==> src/rtl/pooling_pkg.sv <==
// Shared defaults and word/row types for the pooling-layer input path.
package pooling_pkg;
    localparam int unsigned DATA_WIDTH_DEF  = 32;
    localparam int unsigned KERNEL_SIZE_DEF = 2;
    localparam int unsigned CHANNELS_DEF    = 4;
    localparam int unsigned IDX_WIDTH_DEF   = 3;

    typedef logic [DATA_WIDTH_DEF-1:0] word_t;
    typedef word_t [KERNEL_SIZE_DEF-1:0] row_t;
endpackage

==> src/rtl/pooling_lane_shifter.sv <==
// One lane's row register: load a full row, shift toward word 0, zero-fill the tail.
module pooling_lane_shifter
    import pooling_pkg::*;
#(
    parameter int unsigned DATA_WIDTH  = DATA_WIDTH_DEF,
    parameter int unsigned KERNEL_SIZE = KERNEL_SIZE_DEF
) (
    input  logic                              clk,
    input  logic                              rst_n,
    input  logic                              clear,
    input  logic                              load,
    input  logic                              shift,
    input  logic [KERNEL_SIZE*DATA_WIDTH-1:0] load_row,
    output logic [DATA_WIDTH-1:0]             head
);
    localparam int unsigned ROW_W = KERNEL_SIZE * DATA_WIDTH;

    // Word 0 lives in the MS slice, so a left shift advances to the next word.
    logic [ROW_W-1:0] row_q;

    always_ff @(posedge clk or negedge rst_n) begin
        if (!rst_n) begin
            row_q <= '0;
        end else if (clear) begin
            row_q <= '0;
        end else if (load) begin
            row_q <= load_row;
        end else if (shift) begin
            row_q <= row_q << DATA_WIDTH;
        end
    end

    assign head = row_q[ROW_W-1 -: DATA_WIDTH];
endmodule

==> src/rtl/pooling_window_serializer.sv <==
// Serialises a KERNEL_SIZE-word row per lane into one word per cycle, with a one-row hold buffer.
module pooling_window_serializer
    import pooling_pkg::*;
#(
    parameter int unsigned DATA_WIDTH  = DATA_WIDTH_DEF,
    parameter int unsigned KERNEL_SIZE = KERNEL_SIZE_DEF,
    parameter int unsigned CHANNELS    = CHANNELS_DEF,
    parameter int unsigned IDX_WIDTH   = IDX_WIDTH_DEF
) (
    input  logic                                       clk,
    input  logic                                       rst_n,
    input  logic                                       flush,
    input  logic                                       in_valid,
    output logic                                       in_ready,
    input  logic [IDX_WIDTH-1:0]                       in_idx,
    input  logic [CHANNELS*KERNEL_SIZE*DATA_WIDTH-1:0] data_in,
    output logic                                       out_valid,
    input  logic                                       out_ready,
    output logic [CHANNELS*DATA_WIDTH-1:0]             out_data,
    output logic [IDX_WIDTH-1:0]                       out_idx,
    output logic                                       out_first,
    output logic                                       out_last
);
    localparam int unsigned ROW_W = KERNEL_SIZE * DATA_WIDTH;
    localparam int unsigned CNT_W = $clog2(KERNEL_SIZE);
    localparam logic [CNT_W-1:0] CNT_LAST = CNT_W'(KERNEL_SIZE - 1);

    typedef enum logic {StEmpty, StEmit} state_t;

    state_t                      state_q;
    logic [CNT_W-1:0]            cnt_q;
    logic [IDX_WIDTH-1:0]        idx_q;
    logic [CHANNELS*ROW_W-1:0]   hold_q;
    logic [IDX_WIDTH-1:0]        hold_idx_q;
    logic                        hold_full_q;

    logic fire, at_last, row_done, accept, bypass, park, from_hold;
    logic lane_clear, lane_load, lane_shift;

    always_comb begin
        fire      = (state_q == StEmit) && out_ready;
        at_last   = (cnt_q == CNT_LAST);
        row_done  = fire && at_last;
        accept    = in_valid && !hold_full_q && !flush;
        bypass    = accept && ((state_q == StEmpty) || row_done);
        park      = accept && !bypass;
        from_hold = row_done && hold_full_q && !flush;
        // Lane clear outranks load, so flush wins even on a reload cycle.
        lane_clear = flush || (row_done && !hold_full_q && !bypass);
        lane_load  = bypass || from_hold;
        lane_shift = fire && !at_last;
    end

    always_ff @(posedge clk or negedge rst_n) begin
        if (!rst_n) begin
            state_q     <= StEmpty;
            cnt_q       <= '0;
            idx_q       <= '0;
            hold_q      <= '0;
            hold_idx_q  <= '0;
            hold_full_q <= 1'b0;
        end else if (flush) begin
            state_q     <= StEmpty;
            cnt_q       <= '0;
            idx_q       <= '0;
            hold_q      <= '0;
            hold_idx_q  <= '0;
            hold_full_q <= 1'b0;
        end else begin
            if (park) begin
                hold_q      <= data_in;
                hold_idx_q  <= in_idx;
                hold_full_q <= 1'b1;
            end
            if (from_hold) begin
                hold_q      <= '0;
                hold_idx_q  <= '0;
                hold_full_q <= 1'b0;
                state_q     <= StEmit;
                cnt_q       <= '0;
                idx_q       <= hold_idx_q;
            end else if (bypass) begin
                state_q <= StEmit;
                cnt_q   <= '0;
                idx_q   <= in_idx;
            end else if (row_done) begin
                state_q <= StEmpty;
                cnt_q   <= '0;
                idx_q   <= '0;
            end else if (lane_shift) begin
                cnt_q <= cnt_q + CNT_W'(1);
            end
        end
    end

    assign in_ready  = !hold_full_q;
    assign out_valid = (state_q == StEmit);
    assign out_idx   = idx_q;
    assign out_first = out_valid && (cnt_q == '0);
    assign out_last  = out_valid && at_last;

    for (genvar c = 0; c < CHANNELS; c++) begin : g_lane
        logic [ROW_W-1:0] lane_row;
        assign lane_row = hold_full_q ? hold_q[(CHANNELS-c)*ROW_W-1 -: ROW_W]
                                      : data_in[(CHANNELS-c)*ROW_W-1 -: ROW_W];
        pooling_lane_shifter #(
            .DATA_WIDTH  (DATA_WIDTH),
            .KERNEL_SIZE (KERNEL_SIZE)
        ) u_lane (
            .clk      (clk),
            .rst_n    (rst_n),
            .clear    (lane_clear),
            .load     (lane_load),
            .shift    (lane_shift),
            .load_row (lane_row),
            .head     (out_data[(CHANNELS-c)*DATA_WIDTH-1 -: DATA_WIDTH])
        );
    end
endmodule

==> config.mk <==
export PLATFORM = sky130hd
export DESIGN_NAME = pooling_window_serializer
export DESIGN_NICKNAME = d
export VERILOG_FILES = /design/src/rtl/pooling_pkg.sv /design/src/rtl/pooling_lane_shifter.sv /design/src/rtl/pooling_window_serializer.sv
export SDC_FILE = /design/constraint.sdc
export NUM_CORES = 1
export LEC_CHECK = 0
export BUFFER_PORTS_ARGS = -buffer_cell sky130_fd_sc_hd__buf_2
export CELL_PAD_IN_SITES_DETAIL_PLACEMENT = 1
export CELL_PAD_IN_SITES_GLOBAL_PLACEMENT = 1
export CORE_MARGIN = 2
export CORE_UTILIZATION = 46
export DETAILED_ROUTE_END_ITERATION = 7
export PLACE_DENSITY_LB_ADDON = 0.12
export SKIP_LAST_GASP = 1
export SLEW_MARGIN = 15
export SYNTH_ARGS = -nofsm -noshare
export SYNTH_HDL_FRONTEND = slang
export SYNTH_HIERARCHICAL = 1
export SYNTH_SLANG_ARGS = --single-unit
==> constraint.sdc <==
create_clock -name clk -period 2.3 [get_ports clk]
set_input_delay 0.575 -clock clk [delete_from_list [all_inputs] [get_ports clk]]
set_output_delay 0.575 -clock clk [all_outputs]
set_load 0.03 [all_outputs]
==> results of run 1 <==
[state kept, by name, summed over array words and instances (netlist names)]
name	count
g_lane.u_lane/row_q	256
hold_q	256
hold_idx_q	3
out_idx	3
at_last	1
hold_full_q	1
out_valid	1
[Yosys cell counts (all sizes together), types with 6 or more instances]
cell	instances	area, µm²
dfrtp	521	13000
buf	274	1880
a22o	261	2290
mux2	258	2910
a21oi	133	677
nand2	132	498
a211oi	129	1170
mux2i	129	1290
nor2b	129	807
or3b	128	1120
clkbuf	49	184
inv	6	22.5
[per-layer routing]
| metal | share of wire (%) | global-route usage (%) | vias to the layer above |
|---|---|---|---|
| met3 | 4.9 | 5.12 | 113 |
| met2 | 48 | 40.2 | 361 |
| met5 | 0.12 | 0 | - |
| met1 | 45 | 33.5 | 9415 |
| li1 | - | - | 8233 |
| met4 | 2.5 | 7.08 | 12 |
[cell families (layout without fill, tap and decap cells)]
group | Yosys count | in the layout | synth area share [%]
compound gates | 527 | 527 | 16.0
buf+inv | 329 | 603 | 8.01
flops | 521 | 521 | 50.2
mux | 387 | 387 | 16.2
other cells | 0 | 9 | 0
simple gates | 401 | 401 | 9.65
[power breakdown]
part | leakage [µW] | total [µW] | switching [µW] | internal [µW]
Combinational | 0.00560 | 3360 | 1940 | 1420
Sequential | 0.00713 | 9910 | 287 | 9630
Clock | 0.000951 | 9460 | 3810 | 5650
[cell type report]
cell class / count / area [µm²]
Antenna cell: 9 / 22.5
Clock buffer: 84 / 1660
Clock inverter: 21 / 262
Fill cell: 5836 / 25900
Inverter: 6 / 22.5
Multi-Input combinational cell: 1315 / 10900
Sequential cell: 521 / 13000
Tap cell: 756 / 946
Timing Repair Buffer: 492 / 3390
[worst paths after layout]
path | start | end | slack, ns | cells after the start
max | hold_full_q | g_lane[1].u_lane/row_q[34] | 0.13 | 8
min | data_in[155] | hold_q[155] | 0.20 | 2
max reg2reg | hold_full_q | g_lane[1].u_lane/row_q[34] | 0.13 | 8
min reg2reg | hold_q[42] | hold_q[42] | 0.50 | 1
max in group asynchronous | rst_n | g_lane[3].u_lane/row_q[16] | 0.99 | 4
min in group asynchronous | rst_n | hold_q[110] | 0.46 | 2
[per-stage QoR]
stage,total power [µW],setup WS [ns],instances,hold slack [ns],setup TNS [ns]
global route,23700,0.0200,3200,0.164,0
global placement,13400,0.0439,3089,0.481,0
floorplan,12300,0.0462,2165,0.279,0
finish,22700,0.125,3204,0.199,0
CTS,23100,0.0205,3195,0.153,0
detailed placement,13500,-0.125,3089,0.485,-2.89
[timing repair]
item / CTS / global route
buffers inserted: 0 / 0
endpoints found under the setup margin: 0 / 56
resized for setup: 0 / 1
hold buffers: 1 / 0
hold endpoints to repair: 31 / 0
==> results_dict.tcl, run 1 <==
set metrics [dict create \
    status "completed" \
    path_common_cell "buf_12" \
    maxSlewViolCount 0 \
    die_w_um 242 \
    fp.dieH_um 242 \
    port_buffers 398 \
    antenna_found_initial 14 \
    ir_drop_v 0.000597 \
    post-route-util_pct 53.8 \
    worstPathCellList "nand2b_4, a211oi_2, or2_4, buf_12, buf_12, inv_2, buf_12, a211oi_1" \
    layout.nets 2657 \
    relSlewSlack_pct 37.5 \
    ys.flop_type "dfrtp_1" \
    hold_path_class "input port to flop" \
    start_util_pct 46.3 \
    p_leak_uw 0.0137 \
    synth_cells 2165 \
    hpwl_mm 47.0 \
    p_per_area_nw_per_um2 752 \
    cts_made_buffers 57 \
    worstPathBufferInverterCount 4 \
    avgSynthCellArea_um2 12.0 \
    core_um2 56200 \
    grt_max_degree 152 \
    clk_latency_ns 0.61 \
    ys.warnings.count 6 \
    syn_nets 2429 \
    final.min_clock_period_ns 2.17 \
    hold_viol_final 0 \
    drtAntennaViolNets 0 \
    maxCapViolCount 0 \
    place_congestion 0.793 \
    layout-drive-gt1-share_pct 36.6 \
    firstDrtPassIters 5 \
    setup_viol_count_final 0 \
    required_ns 2.80 \
    grt_pass1_vias 20000 \
    critPathArrivalTime_ns 2.67 \
    worst_pin_slew_ns 0.938 \
    drc 0 \
    cts.sinks 521 \
    h-tree-depth 2 \
    grt_setup_unrepaired "no" \
    netlist_area_um2 26000 \
    grt_usage_pct 24.7 \
    start_kind "flop" \
    io_pins 399 \
    stdcell_area_um2 30200 \
    finalClockSkew_ns 0.0168 \
    final_cell_mix "dfrtp_1, buf_2, a22o_1" \
    wl_mm 72.2 \
    drt_iter0_drc 863 \
    grt_pass1_wl_mm 116 \
    wl_per_cell_um 22.5 \
    grt-ovfl-total 0 \
    syn2layout_area_growth_pct 16.3 \
    dieArea_um2 58400 \
    cts_root_buffer "clkbuf_16" \
    cp-end-kind "flop" \
    critical_path.top_delay_family "buffers and inverters" \
    finalCritPeriodShare_pct 94.6 \
    cts_max_path_buffers 3 \
    cts_tree "built" \
    synth_cell_types 31 \
    num_rows 87 \
    fmax_mhz 460 \
    synth_edf_count 0 \
    ys_ff_latch 521 \
    placed_cell_area_um2 28300 \
    synth_async_sr_flop_share_pct 100 \
    path_max_fanout 33 \
    clk_pin_slew_worst_paths_ns 0.07 \
    layout_commonest_cell "dfrtp_1" \
    cp_slowest_cell "dfrtp_4" \
    avgViaCountPerCell 5.66 \
    num_vias 18100 \
    criticalPathCategory "flop to flop" \
    cpPeakStageDelay_ns 0.52 \
    ys_seq_area_share_pct 50.2 \
]
(Power assumes the default switching activity.)
==> run 2: changes to the inputs <==
Settings changed: ABC_AREA set to 1, CORE_UTILIZATION 46 to 42.
==> run 2 against run 1 <==
- hold slack better by 0.0089 ns
- register-to-register slack got worse by 0.07 ns
- sequential power increased by 0.4%
- via count grew 35%
- largest power group unchanged
- sequential cell count is the same
- setup slack worse by 0.072 ns
- critical path type unchanged
- cell area up 0.69%
- highest routed layer unchanged
==> results_dict.tcl, run 2 <==
set metrics [dict create \
    netlist_area_um2 26600 \
    cpPeakStageDelay_ns 0.74 \
    grt_setup_unrepaired "yes" \
    die_w_um 255 \
    r2r.worst_path.cells 8 \
    stdcell_area_um2 30400 \
    status "completed" \
    port_buffers 398 \
    required_ns 2.81 \
    finalClockSkew_ns 0.0214 \
    grt_usage_pct 27.1 \
    layout_commonest_cell "nand2_1" \
    place_congestion 0.829 \
    layout-drive-gt1-share_pct 16.2 \
    cts_max_path_buffers 3 \
    fin_cells 4618 \
    holdPathStages 3 \
    finalCritPeriodShare_pct 97.7 \
    drtAntennaViolNets 0 \
    synth_commonest_cells "nand2_1, nand3_1, dfrtp_1" \
    worst_pin_slew_ns 0.946 \
    final_cell_mix "nand2_1, nand3_1, dfrtp_1" \
    grt_max_degree 158 \
    critical_path_depth 8 \
    cp-end-kind "flop" \
    h-tree-depth 2 \
    reg.largest.list "g_lane.u_lane/row_q: 256 flops, hold_q: 256 flops" \
    synth_cell_types 21 \
    io_pins 399 \
    cp_slowest_cell "nor2_2" \
    drc 0 \
    relSlewSlack_pct 36.9 \
    dp.cells 4499 \
    holdWs_ns 0.208 \
    cts.sinks 521 \
    hold_path_class "input port to flop" \
    num_rows 92 \
    p_total_uw 23700 \
    core_um2 62900 \
    criticalPathCategory "flop to flop" \
    synthTopCellsByArea "dfrtp_1, nand2_1, nand3_1" \
    path_max_fanout 16 \
    syn_nets 3816 \
    setup_viol_count_final 0 \
    yosysTopAreaCell "dfrtp_1" \
    final.min_clock_period_ns 2.25 \
    synth_cells 3552 \
    dieArea_um2 65300 \
    wl_per_cell_um 19.5 \
    grt_pass1_vias 25500 \
    antenna_found_initial 7 \
    grt_pass1_wl_mm 143 \
    clk_pin_slew_worst_paths_ns 0.06 \
    drt_iter0_drc 1467 \
    cts_made_buffers 60 \
    worstPathBufferInverterCount 2 \
    fmax_mhz 445 \
    clk_latency_ns 0.62 \
    placed_cell_area_um2 28300 \
    p_per_area_nw_per_um2 778 \
    critPathArrivalTime_ns 2.76 \
    grt-ovfl-total 0 \
    start_kind "flop" \
    yosysTopAreaCellShare_pct 49.1 \
    p_leak_uw 0.0169 \
    cts_root_buffer "clkbuf_16" \
    synth_async_sr_flop_share_pct 100 \
    num_vias 24500 \
    avgSynthCellArea_um2 7.48 \
    hpwl_mm 56.6 \
    fp.dieH_um 255 \
    wl_mm 90.2 \
    tns_ns 0 \
    maxCapViolCount 0 \
    path_common_cell "nand2_1" \
    layout.nets 3984 \
    post-synth-top-count-cell "nand2_1" \
    ys_seq_area_share_pct 49.1 \
    firstDrtPassIters 5 \
    ys.flop_type "dfrtp_1" \
    ys.warnings.count 6 \
    ys_ff_latch 521 \
    avgViaCountPerCell 5.30 \
    syn2layout_area_growth_pct 14.6 \
    cts_tree "built" \
    hold_viol_final 0 \
    worstPathCellList "inv_8, nor2_4, nand2_1, nand2_4, inv_4, nor2_2, nand2_1, o21ai_0" \
    ir_drop_v 0.000541 \
    maxSlewViolCount 0 \
    start_util_pct 42.3 \
    critical_path.top_delay_family "simple AND/OR/NAND/NOR gates" \
    synth_edf_count 0 \
]
==> run 2: per-stage QoR <==
step           util (%)  worst slack (ns)
2_1_floorplan         -           -0.0144
3_5_place_dp       45.0            -0.216
4_1_cts            48.3          -0.00199
6_report           48.4            0.0534
3_3_place_gp       45.0            -0.104
5_1_grt            48.4           -0.0491
==> run 2: final timing paths <==
kind	slack (ns)	from	end
max reg2reg	0.05	hold_full_q	g_lane[0].u_lane/row_q[8]
min reg2reg	0.46	g_lane[3].u_lane/row_q[45]	g_lane[3].u_lane/row_q[45]
max in group asynchronous	1.00	rst_n	g_lane[2].u_lane/row_q[6]
min	0.21	data_in[30]	hold_q[30]
min in group asynchronous	0.43	rst_n	hold_q[180]
max	0.05	hold_full_q	g_lane[0].u_lane/row_q[8]
==> run 2: cells by family after synthesis <==
| group | share of synthesized area, % |
|---|---|
| buffers and inverters | 10.9 |
| and+or+nand+nor | 35.6 |
| AOI/OAI and AO/OA | 4.45 |
| DFF | 49.1 |
==> run 2: repair_timing <==
item / CTS / global route
hold endpoints to repair: 12 / 0
buffers inserted: 0 / 0
pin swaps: 0 / 3
gates resized for setup: 1 / 3
hold buffers: 1 / 0
setup endpoints to repair: 3 / 85
cloned: 1 / 3
==> run 2: power by group <==
part | internal, µW | switching, µW
registers | 9660 | 290
clock network | 6020 | 3890
logic | 1040 | 2790
==> run 2: worst register-to-register path, delay by kind of cell, from the launching register on <==
| family | cells | cell delay (ns) |
|---|---|---|
| AND/OR/NAND/NOR | 5 | 1.28 |
| flip-flops | 1 | 0.54 |
| buffers and inverters | 2 | 0.20 |
| AO/OA/AOI/OAI | 1 | 0.12 |
==> run 2: final cells by class <==
type | count | area [µm²]
fillers | 7916 | 32400
multi-input cells | 2536 | 10700
flip-flops and latches | 521 | 13000
well taps | 846 | 1060
diodes | 4 | 10.0
clock inverters | 11 | 155
clock buffers | 99 | 1900
repair buffers | 472 | 3010
inverters | 129 | 522
==> run 2: metal layers <==
layer / vias up / GRT usage, % / wire (µm)
met2: 589 / 45.4 / 43900
li1: 11400 / - / -
met1: 12400 / 36.5 / 39600
met3: 139 / 4.19 / 4470
met4: 6 / 7.49 / 2210
met5: - / 0 / 37
